File: src/rtl/switches_scanner_if.sv
// Key-matrix scanner bus: board column readback and frame sync in,
// row drive and frame-stable key state out.
interface switches_scanner_if;
  logic [7:0] col_in;
  logic       vsync;
  logic [1:0] row_sel;
  logic [7:0] switches_p1;
  logic [7:0] switches_p2;
  logic [7:0] press_p1;
  logic [7:0] press_p2;
  logic       scan_done;

  // Board/game side.
  modport master (
    output col_in, vsync,
    input  row_sel, switches_p1, switches_p2, press_p1, press_p2, scan_done
  );

  // Scanner side.
  modport slave (
    input  col_in, vsync,
    output row_sel, switches_p1, switches_p2, press_p1, press_p2, scan_done
  );
endinterface

File: src/rtl/switches_scanner.sv
// Two-row key-matrix scanner: shares the column lines between the two player
// rows, debounces every key and latches frame-stable key state on vsync.
module switches_scanner #(
  parameter int SETTLE_CYC     = 16,
  parameter int DEB_SAMPLES    = 4,
  parameter bit COL_ACTIVE_LOW = 1'b1
) (
  input  logic               clk,
  input  logic               reset,
  switches_scanner_if.slave  bus
);

  localparam int CW = $clog2(DEB_SAMPLES);
  localparam int SW = (SETTLE_CYC > 1) ? $clog2(SETTLE_CYC) : 1;

  typedef enum logic [1:0] {
    ST_BLANK  = 2'd0,
    ST_SETTLE = 2'd1,
    ST_SAMPLE = 2'd2
  } state_t;

  state_t          state_q, state_d;
  logic            row_q, row_d;
  logic [SW-1:0]   settle_q, settle_d;
  logic [1:0]      row_sel_q, row_sel_d;
  logic [7:0]      raw_q, raw_d;
  logic            upd_q, upd_d;
  logic            upd_row_q, upd_row_d;
  logic [7:0]      deb_q [2];
  logic [7:0]      deb_d [2];
  logic [CW-1:0]   cnt_q [2][8];
  logic [CW-1:0]   cnt_d [2][8];
  logic            vsync_prev_q;
  logic [7:0]      sw_p1_q, sw_p1_d, sw_p2_q, sw_p2_d;
  logic [7:0]      press_p1_q, press_p1_d, press_p2_q, press_p2_d;
  logic            scan_done_q, scan_done_d;
  logic            capture_s;
  logic            vsync_rise_s;
  logic [7:0]      col_norm_s;

  assign col_norm_s   = COL_ACTIVE_LOW ? ~bus.col_in : bus.col_in;
  assign vsync_rise_s = bus.vsync & ~vsync_prev_q;

  // Scan sequencer: blank gap, settle, then a single sampling cycle per row.
  always_comb begin
    state_d   = state_q;
    row_d     = row_q;
    settle_d  = settle_q;
    capture_s = 1'b0;
    case (state_q)
      ST_BLANK: begin
        state_d  = ST_SETTLE;
        settle_d = '0;
      end
      ST_SETTLE: begin
        if (settle_q == SW'(SETTLE_CYC - 1)) begin
          state_d  = ST_SAMPLE;
          settle_d = '0;
        end else begin
          settle_d = settle_q + SW'(1);
        end
      end
      ST_SAMPLE: begin
        capture_s = 1'b1;
        row_d     = ~row_q;
        state_d   = ST_BLANK;
      end
      default: begin
        state_d  = ST_BLANK;
        row_d    = 1'b0;
        settle_d = '0;
      end
    endcase
    // Row drive is registered, so decode it from the state being entered.
    if (state_d == ST_BLANK) begin
      row_sel_d = 2'b00;
    end else begin
      row_sel_d = row_d ? 2'b10 : 2'b01;
    end
    raw_d       = capture_s ? col_norm_s : raw_q;
    upd_d       = capture_s;
    upd_row_d   = row_q;
    scan_done_d = capture_s & row_q;
  end

  // Debounce: applied the cycle after a row is sampled, to that row only.
  always_comb begin
    deb_d = deb_q;
    cnt_d = cnt_q;
    if (upd_q) begin
      for (int b = 0; b < 8; b++) begin
        if (raw_q[b] == deb_q[upd_row_q][b]) begin
          cnt_d[upd_row_q][b] = '0;
        end else if (cnt_q[upd_row_q][b] == CW'(DEB_SAMPLES - 1)) begin
          deb_d[upd_row_q][b] = raw_q[b];
          cnt_d[upd_row_q][b] = '0;
        end else begin
          cnt_d[upd_row_q][b] = cnt_q[upd_row_q][b] + CW'(1);
        end
      end
    end else begin
      deb_d = deb_q;
    end
  end

  // Frame latch: latch uses the registered debounce state, never its update.
  always_comb begin
    if (vsync_rise_s) begin
      sw_p1_d    = deb_q[0];
      sw_p2_d    = deb_q[1];
      press_p1_d = deb_q[0] & ~sw_p1_q;
      press_p2_d = deb_q[1] & ~sw_p2_q;
    end else begin
      sw_p1_d    = sw_p1_q;
      sw_p2_d    = sw_p2_q;
      press_p1_d = 8'h00;
      press_p2_d = 8'h00;
    end
  end

  // State and output registers.
  always_ff @(posedge clk or posedge reset) begin
    if (reset) begin
      state_q      <= ST_BLANK;
      row_q        <= 1'b0;
      settle_q     <= '0;
      row_sel_q    <= 2'b00;
      raw_q        <= 8'h00;
      upd_q        <= 1'b0;
      upd_row_q    <= 1'b0;
      deb_q        <= '{default: '0};
      cnt_q        <= '{default: '0};
      vsync_prev_q <= 1'b1;
      sw_p1_q      <= 8'h00;
      sw_p2_q      <= 8'h00;
      press_p1_q   <= 8'h00;
      press_p2_q   <= 8'h00;
      scan_done_q  <= 1'b0;
    end else begin
      state_q      <= state_d;
      row_q        <= row_d;
      settle_q     <= settle_d;
      row_sel_q    <= row_sel_d;
      raw_q        <= raw_d;
      upd_q        <= upd_d;
      upd_row_q    <= upd_row_d;
      deb_q        <= deb_d;
      cnt_q        <= cnt_d;
      vsync_prev_q <= bus.vsync;
      sw_p1_q      <= sw_p1_d;
      sw_p2_q      <= sw_p2_d;
      press_p1_q   <= press_p1_d;
      press_p2_q   <= press_p2_d;
      scan_done_q  <= scan_done_d;
    end
  end

  assign bus.row_sel     = row_sel_q;
  assign bus.switches_p1 = sw_p1_q;
  assign bus.switches_p2 = sw_p2_q;
  assign bus.press_p1    = press_p1_q;
  assign bus.press_p2    = press_p2_q;
  assign bus.scan_done   = scan_done_q;

endmodule

File: src/flat_wrapper.sv
// flat-port wrapper written by rule: the top's interface ports become plain ports
module switches_scanner_flat 
#(
  parameter int SETTLE_CYC     = 16,
  parameter int DEB_SAMPLES    = 4,
  parameter bit COL_ACTIVE_LOW = 1'b1
)
  (clk, reset, bus_col_in, bus_vsync, bus_row_sel, bus_switches_p1, bus_switches_p2, bus_press_p1, bus_press_p2, bus_scan_done);
  switches_scanner_if bus_i ();
  input  logic clk;
  input  logic reset;
  input wire logic [$bits(bus_i.col_in)-1:0] bus_col_in;
  input wire logic [$bits(bus_i.vsync)-1:0] bus_vsync;
  output wire logic [$bits(bus_i.row_sel)-1:0] bus_row_sel;
  output wire logic [$bits(bus_i.switches_p1)-1:0] bus_switches_p1;
  output wire logic [$bits(bus_i.switches_p2)-1:0] bus_switches_p2;
  output wire logic [$bits(bus_i.press_p1)-1:0] bus_press_p1;
  output wire logic [$bits(bus_i.press_p2)-1:0] bus_press_p2;
  output wire logic [$bits(bus_i.scan_done)-1:0] bus_scan_done;
  assign bus_i.col_in = bus_col_in;
  assign bus_i.vsync = bus_vsync;
  assign bus_row_sel = bus_i.row_sel;
  assign bus_switches_p1 = bus_i.switches_p1;
  assign bus_switches_p2 = bus_i.switches_p2;
  assign bus_press_p1 = bus_i.press_p1;
  assign bus_press_p2 = bus_i.press_p2;
  assign bus_scan_done = bus_i.scan_done;
  switches_scanner #(.SETTLE_CYC(SETTLE_CYC), .DEB_SAMPLES(DEB_SAMPLES), .COL_ACTIVE_LOW(COL_ACTIVE_LOW)) u_core (.clk(clk), .reset(reset), .bus(bus_i));
endmodule
File: config.mk
export PLATFORM = sky130hd
export DESIGN_NAME = switches_scanner_flat
export DESIGN_NICKNAME = d
export VERILOG_FILES = /design/src/rtl/switches_scanner_if.sv /design/src/rtl/switches_scanner.sv /design/src/flat_wrapper.sv
export SDC_FILE = /design/constraint.sdc
export NUM_CORES = 1
export LEC_CHECK = 0
export CORE_ASPECT_RATIO = 1.1
export CORE_UTILIZATION = 40
export CTS_BUF_LIST = sky130_fd_sc_hd__clkbuf_4 sky130_fd_sc_hd__clkbuf_8
export DETAILED_ROUTE_END_ITERATION = 7
export PLACE_DENSITY_LB_ADDON = 0.15
export SLEW_MARGIN = 25
export SYNTH_ARGS = -nofsm -noshare
export SYNTH_HDL_FRONTEND = slang
export SYNTH_SLANG_ARGS = --single-unit
File: constraint.sdc
create_clock -name clk -period 5.2 [get_ports clk]
set_clock_uncertainty 0.2 [all_clocks]
set_input_delay 0.78 -clock clk [delete_from_list [all_inputs] [get_ports clk]]
set_output_delay 0.78 -clock clk [all_outputs]
set_load 0.05 [all_outputs]
# After elaboration in Yosys (flattened, before gate mapping)
# Cells that the tools add are included.
# word_totals
inputBits	11
output_inout_bits	35
elab_cells	201
ff_bits	101
# op_classes
add_sub_neg	9
n_eq_ne	19
n_mux	110
bitwise_logic	26
order_cmp	2
reduce_logical	4
# op_table
op	n
$mux W32	23
$mux W16	27
$and A32 B32 Y32	8
$bwmux W32	8
$not A32 Y32	8
$bwmux W16	8
$demux W16 S1	8
$demux W8 S1	8
$mux W8	7
$not A8 Y8	3
$eq A2 B2 Y1 const B	9
$add A2 B1 Y2 const B	8
$and A8 B8 Y8	2
$mux W14	1
$mux W12	1
$mux W4	3
$mux W6	2
$mux W10	1
$mux W2	5
$eq A1 B1 Y1	8
$pmux W4 S2	1
$mux W7	1
$mux W5	1
$add A4 B1 Y4 const B	1
other kinds (14)	18

# Depth between registers and ports, before layout
# Gate-level depths: netlist of the first run.
# depth
ltp_word	37
mapped_depth	7
ltp_nobuf	4

# Least setup slack after synthesis of the first run
# Ideal clock, no wire load.
# synth_timing
kind	flip-flop to flip-flop
startpoint	register u_core.upd_row_q
endpoint	register u_core.deb_q[12] in the netlist's numbering
path_stages_with_launch	8
slack_ns	3.106
arrival_time_ns	1.770
path_buffers	3
setup_ns	0.125
required_ns	4.875
period_less_slack_ns	2.094
path_cell_list	dfrtp_1 buf_6 buf_12 buf_2 mux2_2 ha_1 nand2_1 mux2_2
# synth_between
elab_chain_len	35
# synth_lines
element	line_no	text
start, declared	switches_scanner.sv:28	logic upd_row_q, upd_row_d;
start signal, assigned	switches_scanner.sv:146	upd_row_q <= upd_row_d;
$not A1 Y2 (implied by the code) (*)	switches_scanner.sv:92, switches_scanner.sv:94, switches_scanner.sv:95	
$mux W16 (implied by the code) (3 in a row)	switches_scanner.sv:94	end else if (cnt_q[upd_row_q][b] == CW'(DEB_SAMPLES - 1)) begin
$eq A2 B2 Y1	switches_scanner.sv:94	
$mux W16	switches_scanner.sv:94	
$mux W16	switches_scanner.sv:92	if (raw_q[b] == deb_q[upd_row_q][b]) begin
$mux W16	switches_scanner.sv:90	if (upd_q) begin
$bwmux W16	switches_scanner.sv:95	deb_d[upd_row_q][b] = raw_q[b];
$mux W16	switches_scanner.sv:94	
(+17 left out)	--	
$mux W16	switches_scanner.sv:90	
$bwmux W16	switches_scanner.sv:95	
$mux W16	switches_scanner.sv:94	
$mux W16	switches_scanner.sv:92	
$mux W16	switches_scanner.sv:90	
$bwmux W16	switches_scanner.sv:95	
$mux W16	switches_scanner.sv:94	
$mux W16 (*)	switches_scanner.sv:92	
end signal, assigned	switches_scanner.sv:131	deb_q <= '{default: '0};
end signal, assigned	switches_scanner.sv:147	deb_q <= deb_d;
end, declared	switches_scanner.sv:29	logic [7:0] deb_q [2];
# Mark *: on every way between the ends. The rest lies on a longest branch, timed or not. The select of a mux whose other input is x is not followed.
# A chain may end at the register's enable or synchronous reset.

# Final worst setup path of the first run
# layout_timing
startpoint	register u_core.upd_row_q
endpoint	register u_core.deb_q[4] in the netlist's numbering
# The elaborated chain is that of the path after synthesis.

==> results of run 1 <==
## routing by layer
layer / global-route usage / up-vias
met3: 0.0265 / 10
met5: 0 / -
met1: 0.233 / 1372
met2: 0.239 / 33
met4: 0.0696 / 0
li1: - / 1280
## flip-flops by register name, summed over array words and instances (netlist names), 2 cells and up
signal,cells
u_core.bus.press_p1,8
u_core.bus.press_p2,8
u_core.bus.row_sel,2
u_core.bus.switches_p1,8
u_core.bus.switches_p2,8
u_core.cnt_q,32
u_core.deb_q,16
u_core.raw_q,8
u_core.settle_q,4
u_core.state_q,2
## placed cells by master (no fill, tap or decap), types with 2 or more instances in the layout
master           synthesis  final
a22o_1                  34     34
and2_1                   2      2
buf_4                    0      3
clkbuf_4                 0      3
clkbuf_8                 0     10
clkdlybuf4s50_1          0     45
clkinv_2                 0      2
dfrtp_1                100    100
ha_1                     9      9
inv_1                    3      2
mux2_1                   2      2
mux2_2                  46     46
mux2i_1                  8      8
nand2_1                 27     26
nand2b_1                 4      3
nor2_1                   2      2
nor2b_1                  4      4
nor3_1                  17     17
nor3b_1                 32     32
o21ai_0                 10     10
xnor2_1                  8      8
## worst paths after layout
kind	start	endpoint	slack, ns
worst max-delay path	u_core.upd_row_q	u_core.deb_q[4]	2.66
worst min-delay path	u_core.bus.switches_p2[4]	u_core.bus.press_p2[4]	0.25
worst max register to register	u_core.upd_row_q	u_core.deb_q[4]	2.66
worst min register to register	u_core.bus.switches_p2[4]	u_core.bus.press_p2[4]	0.25
max in group asynchronous	reset	u_core.cnt_q[17]	3.07
min in group asynchronous	reset	u_core.settle_q[3]	0.78
## worst max-delay path: cells and delay by family, from the launching register on
family | cells | cell delay [ns]
multiplexers | 2 | 0.72
AND/OR/NAND/NOR | 1 | 0.10
flip-flops | 1 | 0.72
adder cells (fa/ha/maj) | 1 | 0.29
buffers and inverters | 1 | 0.38
## synthesized netlist by cell type
cell / instances / share of area
a21oi_1: 1 / 0.0012
a22o_1: 34 / 0.069
a31oi_1: 1 / 0.0014
and2_1: 2 / 0.0029
buf_1: 1 / 0.00087
buf_12: 1 / 0.0046
buf_2: 9 / 0.010
buf_6: 1 / 0.0026
clkbuf_1: 5 / 0.0043
dfrtp_1: 100 / 0.58
dfstp_2: 1 / 0.0061
ha_1: 9 / 0.026
inv_1: 3 / 0.0026
mux2_1: 2 / 0.0052
mux2_2: 46 / 0.12
mux2i_1: 8 / 0.019
nand2_1: 27 / 0.023
nand2b_1: 4 / 0.0058
nand3_1: 1 / 0.0012
nor2_1: 2 / 0.0017
nor2b_1: 4 / 0.0058
nor3_1: 17 / 0.020
nor3b_1: 32 / 0.056
o21ai_0: 10 / 0.012
o21bai_1: 1 / 0.0017
o31ai_1: 1 / 0.0017
or3_1: 1 / 0.0014
xnor2_1: 8 / 0.016
## stage by stage
stage | hold slack [ns] | power (W)
final | 0.251 | 0.00130
after global routing | 0.278 | 0.00136
after CTS | 0.256 | 0.00133
after detailed placement | 0.241 | 0.000874
after global placement | 0.234 | 0.000872
after floorplan | 0.200 | 0.000853
## final cells by class
class / count / area, µm²
multi-input combinational: 211 / 1690
clock inverter: 2 / 10.0
inverter: 3 / 13.8
clock buffer: 13 / 160
sequential: 101 / 2530
tap: 143 / 179
fill: 965 / 5390
timing repair buffer: 48 / 473
## cells by family after synthesis
group | after synthesis
flops | 101
simple gates | 90
mux | 56
compound gates | 48
buf+inv | 20
fa+ha+maj | 9
xor+xnor | 8
## report_power, final
part	internal [W]	switching [W]
clock network	0.000200	0.000244
logic	0.0000227	0.0000300
registers	0.000795	0.00000875
==> impl_summary.md, run 1 <==
Status
The flow ran to the end, and the final reports show no timing, DRC or antenna violations.

Worst setup path
The data required time of the worst path is 5.24 ns. The delay of the slowest cell on the worst path is 0.72 ns. The nature of the critical path endpoint is a register. The number of cell instances on the worst register-to-register path is 5.

The slowest stage of the critical path belongs to the cell dfrtp_1. Data arrives at the worst endpoint at 2.58 ns. Counting stages on the worst path, the most repeated cell is mux2_2.

The critical path goes through buf_4, mux2_2, ha_1, nand2_1, mux2_2. The worst setup path is launched from a register. The highest fanout seen on the critical path is 16. The category of the most critical setup path is reg2reg.

Logic synthesis
The instance count of the mapped netlist is 332. The area of the mapped netlist is between 4000 and 5000 µm². Of the total synthesized cell area, the portion taken by full adders, half adders and majority gates is 0.0260. The area fraction in compound gates after synthesis is 0.0865.

The register area share after synthesis is 0.585. For this run, the number of Yosys warnings is 0. Of the total synthesized cell area, the portion taken by AND, OR, NAND and NOR gates is 0.117. The net count after synthesis is 352. The mux contribution to synthesized area is 0.144. The xor and xnor area share after synthesis is 0.0162. In this run, synthesis produced a sequential element count of 101. The number of unique standard cell types used by synthesis is 28. The largest family of logic cells by synthesized area is multiplexers. The post-synthesis area per instance is 13.0 µm².

Place
Detailed placement ended at an HPWL of 5340 µm. At the end of routability-driven placement, the weighted congestion stood at about 0.73. The number of cells in the design after placement is slightly above 500. The count of input and output buffers is 45. The placed instances occupy a cell area of 4880 µm².

The pre-CTS setup slack is 2.62 ns.

Floorplanning
After floorplanning, the core was divided into 39 placement rows. The width of the die is 101 µm. For this configuration, the core starts out at a cell density of 0.414. The die area is 11200 µm². 46 I/O pins were placed. From bottom edge to top edge, the die measures 111 µm.

The core region is 10400 µm².

Clocking
The cell at the root of the clock tree is clkbuf_8. Counting the buffers created by CTS gives 9. For the worst-skew pair, the clock arrives at the later sink with an insertion delay of roughly 0.36 ns. In this run the deepest clock path goes through 2 buffers. The CTS clock-pin slew for the worst setup and hold paths is 0.09 ns. The hold-fix buffer count after cts is 0. The number of gates resized after CTS was 0. The H-tree generated during clock tree synthesis spans 3 levels. Post-CTS timing repair inserted 0 buffers for setup. Clock tree synthesis found a total of 101 sinks. TritonCTS built the clock tree.

STA
The post-route fraction of the period consumed by the critical path is 0.489. The final number of hold-violating endpoints was 0. After layout, the worst setup slack is around 2.7 ns. The worst slew slack as a fraction of its limit is 0.393. The number of pins exceeding their max-slew limit in the final report is 0. Static timing analysis puts the maximum clock frequency at 0.394 GHz. The transition time at the pin with the least slew margin is 0.911 ns. The post-layout minimum cycle time is 2.54 ns. The sum of negative setup slack is 0 ns. Setup repair after global routing left no endpoint under its margin. Setup violations remaining at the end of the flow were counted as 0.

GRT
The pin count of the biggest net entering global routing is 74. In the global route stage, overall resource usage came out at 0.162. The number of antenna violations at the first check in global routing is 0.

Summed over all layers, the global routing overflow is 0. The first global-routing pass estimated 13900 µm of wire. The via count of the first global-routing pass is 2782.

Cells and area
The count of placed standard cells in the final layout, fillers left out is 521. After routing the design area is 5050 µm². The ratio of cells with drive above 1 in the final layout is 0.180.

For this run, the share of the core covered by cells in the final layout is 0.484. Relative to the synthesized area, the layout overhead comes to 16.9%. 0 antenna diodes ended up in the layout. The final layout contains 394 nets.

Routing
The starting DRC count in detailed routing is 138. The post-route met1 wirelength is 3960 µm. The vias per cell is 5.17. The routed wire length on met3 is 204 µm. Detailed routing placed a total of 3770 µm of wire on met2.

The topmost layer with routed signal wires is met4. The first detailed-routing pass took 4 iterations. Once detail routing completed, the nets flagged for antenna violations numbered 0.

The total DRC errors in the routed layout is 0. Dividing the detail-routed wire length by the instance count gives 15.5 µm. The total via count after detailed routing is 2695. For this block, the routed nets add up to approximately 8000 µm of wire.

Power
Across the VDD grid, the largest voltage drop is 0.000156 V. The ratio of total power to cell area is ~260 nW/µm². The leakage power total is 2.25 nW.

Worst hold path
Along the worst hold path, the cell count comes to 1. The min-delay analysis places its worst path in the category reg2reg.

Run
The tool flagged a number of max-cap violations equal to 0.
No activity file was read; power rests on OpenSTA's default activity.
==> run 2: changes to the inputs <==
==> constraint.sdc (replaced) <==
create_clock -name clk -period 2.2 [get_ports clk]
set_clock_uncertainty 0.2 [all_clocks]
set_input_delay 0.33 -clock clk [delete_from_list [all_inputs] [get_ports clk]]
set_output_delay 0.33 -clock clk [all_outputs]
set_load 0.05 [all_outputs]
==> run 2 against run 1 <==
Highest routed layer unchanged; count of clock-buffer cells in the layout down 1; hold slack worse by 0.051 ns; combinational power up 140%; first-iteration DRC count down 28%; flip-flop and latch count unchanged; largest cell class unchanged; largest power group unchanged.
==> impl_summary.md, run 2 (same netlist as run 1, synthesis figures left out) <==
Worst setup path
The number of buffer and inverter stages on the critical path is 1 (unchanged). The largest individual stage delay along the critical path comes from the cell clkdlybuf4s50_1. The delay of the slowest cell on the worst path is 0.82 ns (+0.10 ns). The critical register-to-register path startpoint is u_core.upd_row_q.

The data arrival at the endpoint of the critical path is 1.56 ns (-1.02 ns). The setup slack on the worst flop-to-flop path was 0.24 ns (-2.42 ns). The highest fanout seen on the critical path was 3 (-13). The number of cell instances on the worst register-to-register path is 5 (unchanged).

The worst setup path is launched from a register. Walking the worst path, the cells encountered are clkdlybuf4s50_1. The setup path with the least slack is of type reg2out. The data required time of the worst path is 1.67 ns (-3.57 ns). STA classifies the critical path endpoint as a primary output. Among cell families on the critical path, the largest total delay comes from buffers and inverters.

The worst register-to-register path ends at u_core.deb_q[7].

GRT
The global-route total usage across every layer was 0.162 (+0.000378). The met3 layer usage reported by global route was 0.0397 (+0.0132). In this run the most used layer during global routing was met1. The total global routing overflow came to 0 (unchanged). The global routing met1 resource utilization was 0.233 (-0.000349).

The met2 capacity usage during global routing is 0.222 (-0.0177). The via count of the first global-routing pass is 2716 (-2.4%). The wire length of the first global-routing pass is 13800 µm (-1.1%).

The pin count of the biggest net entering global routing came to 102 (+38%). The number of antenna violations at the first check in global routing came to 0 (unchanged).

Cells and area
The register cell area after layout is 2530 µm² (unchanged). The largest register by flop count is u_core.cnt_q. The fill cell instance count of the final layout is 966 (+0.10%). Leaving out fill and tap cells, the most frequent cell in the layout is dfrtp_1.

The multi-input gate area in the final layout is 1690 µm² (-0.30%). The area growth from synthesis to final layout is 18.9%. The number of diodes added for antenna fixing is 0 (unchanged).

The ratio of cells with drive above 1 in the final layout is 0.192 (+0.0118). The top cell types in the final layout, fill and taps aside, are dfrtp_1, mux2_2, clkdlybuf4s50_1. The area of all placed cells without fillers came to 5140 µm² (+1.7%). In the final layout, the registers with the most flip-flops are u_core.cnt_q x32, u_core.deb_q x16. The net count of the finished layout is 403 (+2.3%). The flip-flop count of the largest register after layout is 32 (unchanged).

STA
The transition time at the pin with the least slew margin is 0.538 ns (-0.373 ns). Derived from the worst setup path, the maximum achievable clock frequency is 0.477 GHz. The clock period could shrink to 2.09 ns.

Setup repair after global routing left no endpoint under its margin. The final setup violation count is 0 (unchanged). The sum of negative setup slack is 0 ns (unchanged). The worst hold margin is 0.199 ns (-0.0515 ns). The number of pins exceeding their max-slew limit in the final report came to 0 (unchanged). The worst slew slack as a fraction of its limit is 0.641 (+0.249). The final number of hold-violating endpoints is 0 (unchanged). The worst path setup slack after routing is 0.105 ns (-2.55 ns). The post-route fraction of the period consumed by the critical path is 0.952.

Clocking
The quantity of gates resized following cts is 0 (unchanged). The tree is rooted in a clkbuf_8. The total CTS buffers came to 9 (unchanged). The clock latency on the worst-skew pair is 0.37 ns (about the same). The hold-fix buffer count after cts is 0 (unchanged). The deepest clock path buffer count is 2 (unchanged). The CTS clock-pin slew for the worst setup and hold paths came to 0.08 ns (about the same). The H-tree depth came to 3 (unchanged). The post-CTS setup buffer count is 0 (unchanged). TritonCTS built the clock tree. The count of clock tree sinks is 101 (unchanged).

Place
The routability congestion estimate was 0.720 (-0.92%). The count of input and output buffers was 45 (unchanged). The HPWL after detailed placement is 5250 µm (-1.5%). The pre-CTS setup slack was 0.253 ns (-2.37 ns). The post-placement cell area is 4970 µm² (+1.9%).

Routing
The remaining antenna violation count came to 0 (unchanged). The post-detailed-routing wire length is 7900 µm (-2.2%). The routed wire length per instance is 14.9 µm (-3.7%).

The number of detailed-routing iterations run before antenna repair is 4 (unchanged). The vias per cell came to 5.02 (-3.0%). The total via count after detailed routing is 2654 (-1.5%). The total DRC errors in the routed layout came to 0 (unchanged). The starting DRC count in detailed routing came to 100 (-28%).

Floorplanning
The width of the die is 101 µm (unchanged). The floorplan core area is 10400 µm² (unchanged). The number of standard-cell rows in the floorplan was 39 (unchanged). The chip height was 111 µm (unchanged).

The effective utilization at floorplan was 0.414 (unchanged). The number of ports placed on the die boundary was 46 (unchanged). The die area is 11200 µm² (unchanged).

Worst hold path
The number of cells traversed by the worst hold path is 1 (unchanged). The startpoint of the lowest-slack hold path is bus_vsync. The worst hold path class is in2reg. The path with the worst hold slack has its endpoint at u_core.vsync_prev_q.

Power
The leakage power total is 2.29 nW (+1.8%). The ratio of total power to cell area is 600 nW/µm² (+130%). The total power draw is 0.00309 W (+140%). The peak supply drop is 0.000335 V (+110%).

Run
The number of maximum-capacitance violations is 0 (unchanged).

Status
The run finished with clean final reports.
run 2: cell types whose count changed in the layout (fill, tap and decap cells not counted), sizes merged:
cell      before  now
clkbuf        13   12
clkinvlp       0    1
inv            3    2
buf            3   12
run 2: layer usage:
metal | vias up | wire [µm]
met5 | - | 0
met4 | 0 | 195
met3 | 10 | 261
met2 | 31 | 3440
met1 | 1319 | 4000
li1 | 1294 | -
run 2: worst max-delay path by stage:
stage | slack (ns) | start | cells after the start | endpoint
finish | 0.11 | u_core.bus.switches_p2[1] | 1 | bus_switches_p2[1]
global route | 0.04 | u_core.bus.switches_p2[1] | 1 | bus_switches_p2[1]
CTS | 0.07 | u_core.bus.switches_p2[6] | 1 | bus_switches_p2[6]
detailed placement | 0.25 | u_core.upd_row_q | 5 | u_core.deb_q[7]
global placement | 0.28 | u_core.upd_row_q | 5 | u_core.deb_q[3]
floorplan | 0.11 | u_core.upd_row_q | 7 | u_core.deb_q[12]
run 2: power by group:
group | total [W] | switching, W | internal (W)
clock network | 0.00106 | 0.000593 | 0.000470
registers | 0.00190 | 0.0000205 | 0.00188
logic | 0.000125 | 0.0000681 | 0.0000571
total | 0.00309 | 0.000682 | 0.00241
run 2: layout make-up:
type,instances,area share
Tap cell,143,0.0348
Sequential cell,101,0.492
Clock buffer,12,0.0309
Inverter,3,0.00292
Timing Repair Buffer,57,0.110
Clock inverter,2,0.00195
Multi-Input combinational cell,211,0.328
run 2: stage by stage:
step,instances,util
after floorplan,332,-
after global placement,515,0.476
after global routing,529,0.492
final,529,0.492
after detailed placement,515,0.476
after CTS,529,0.492
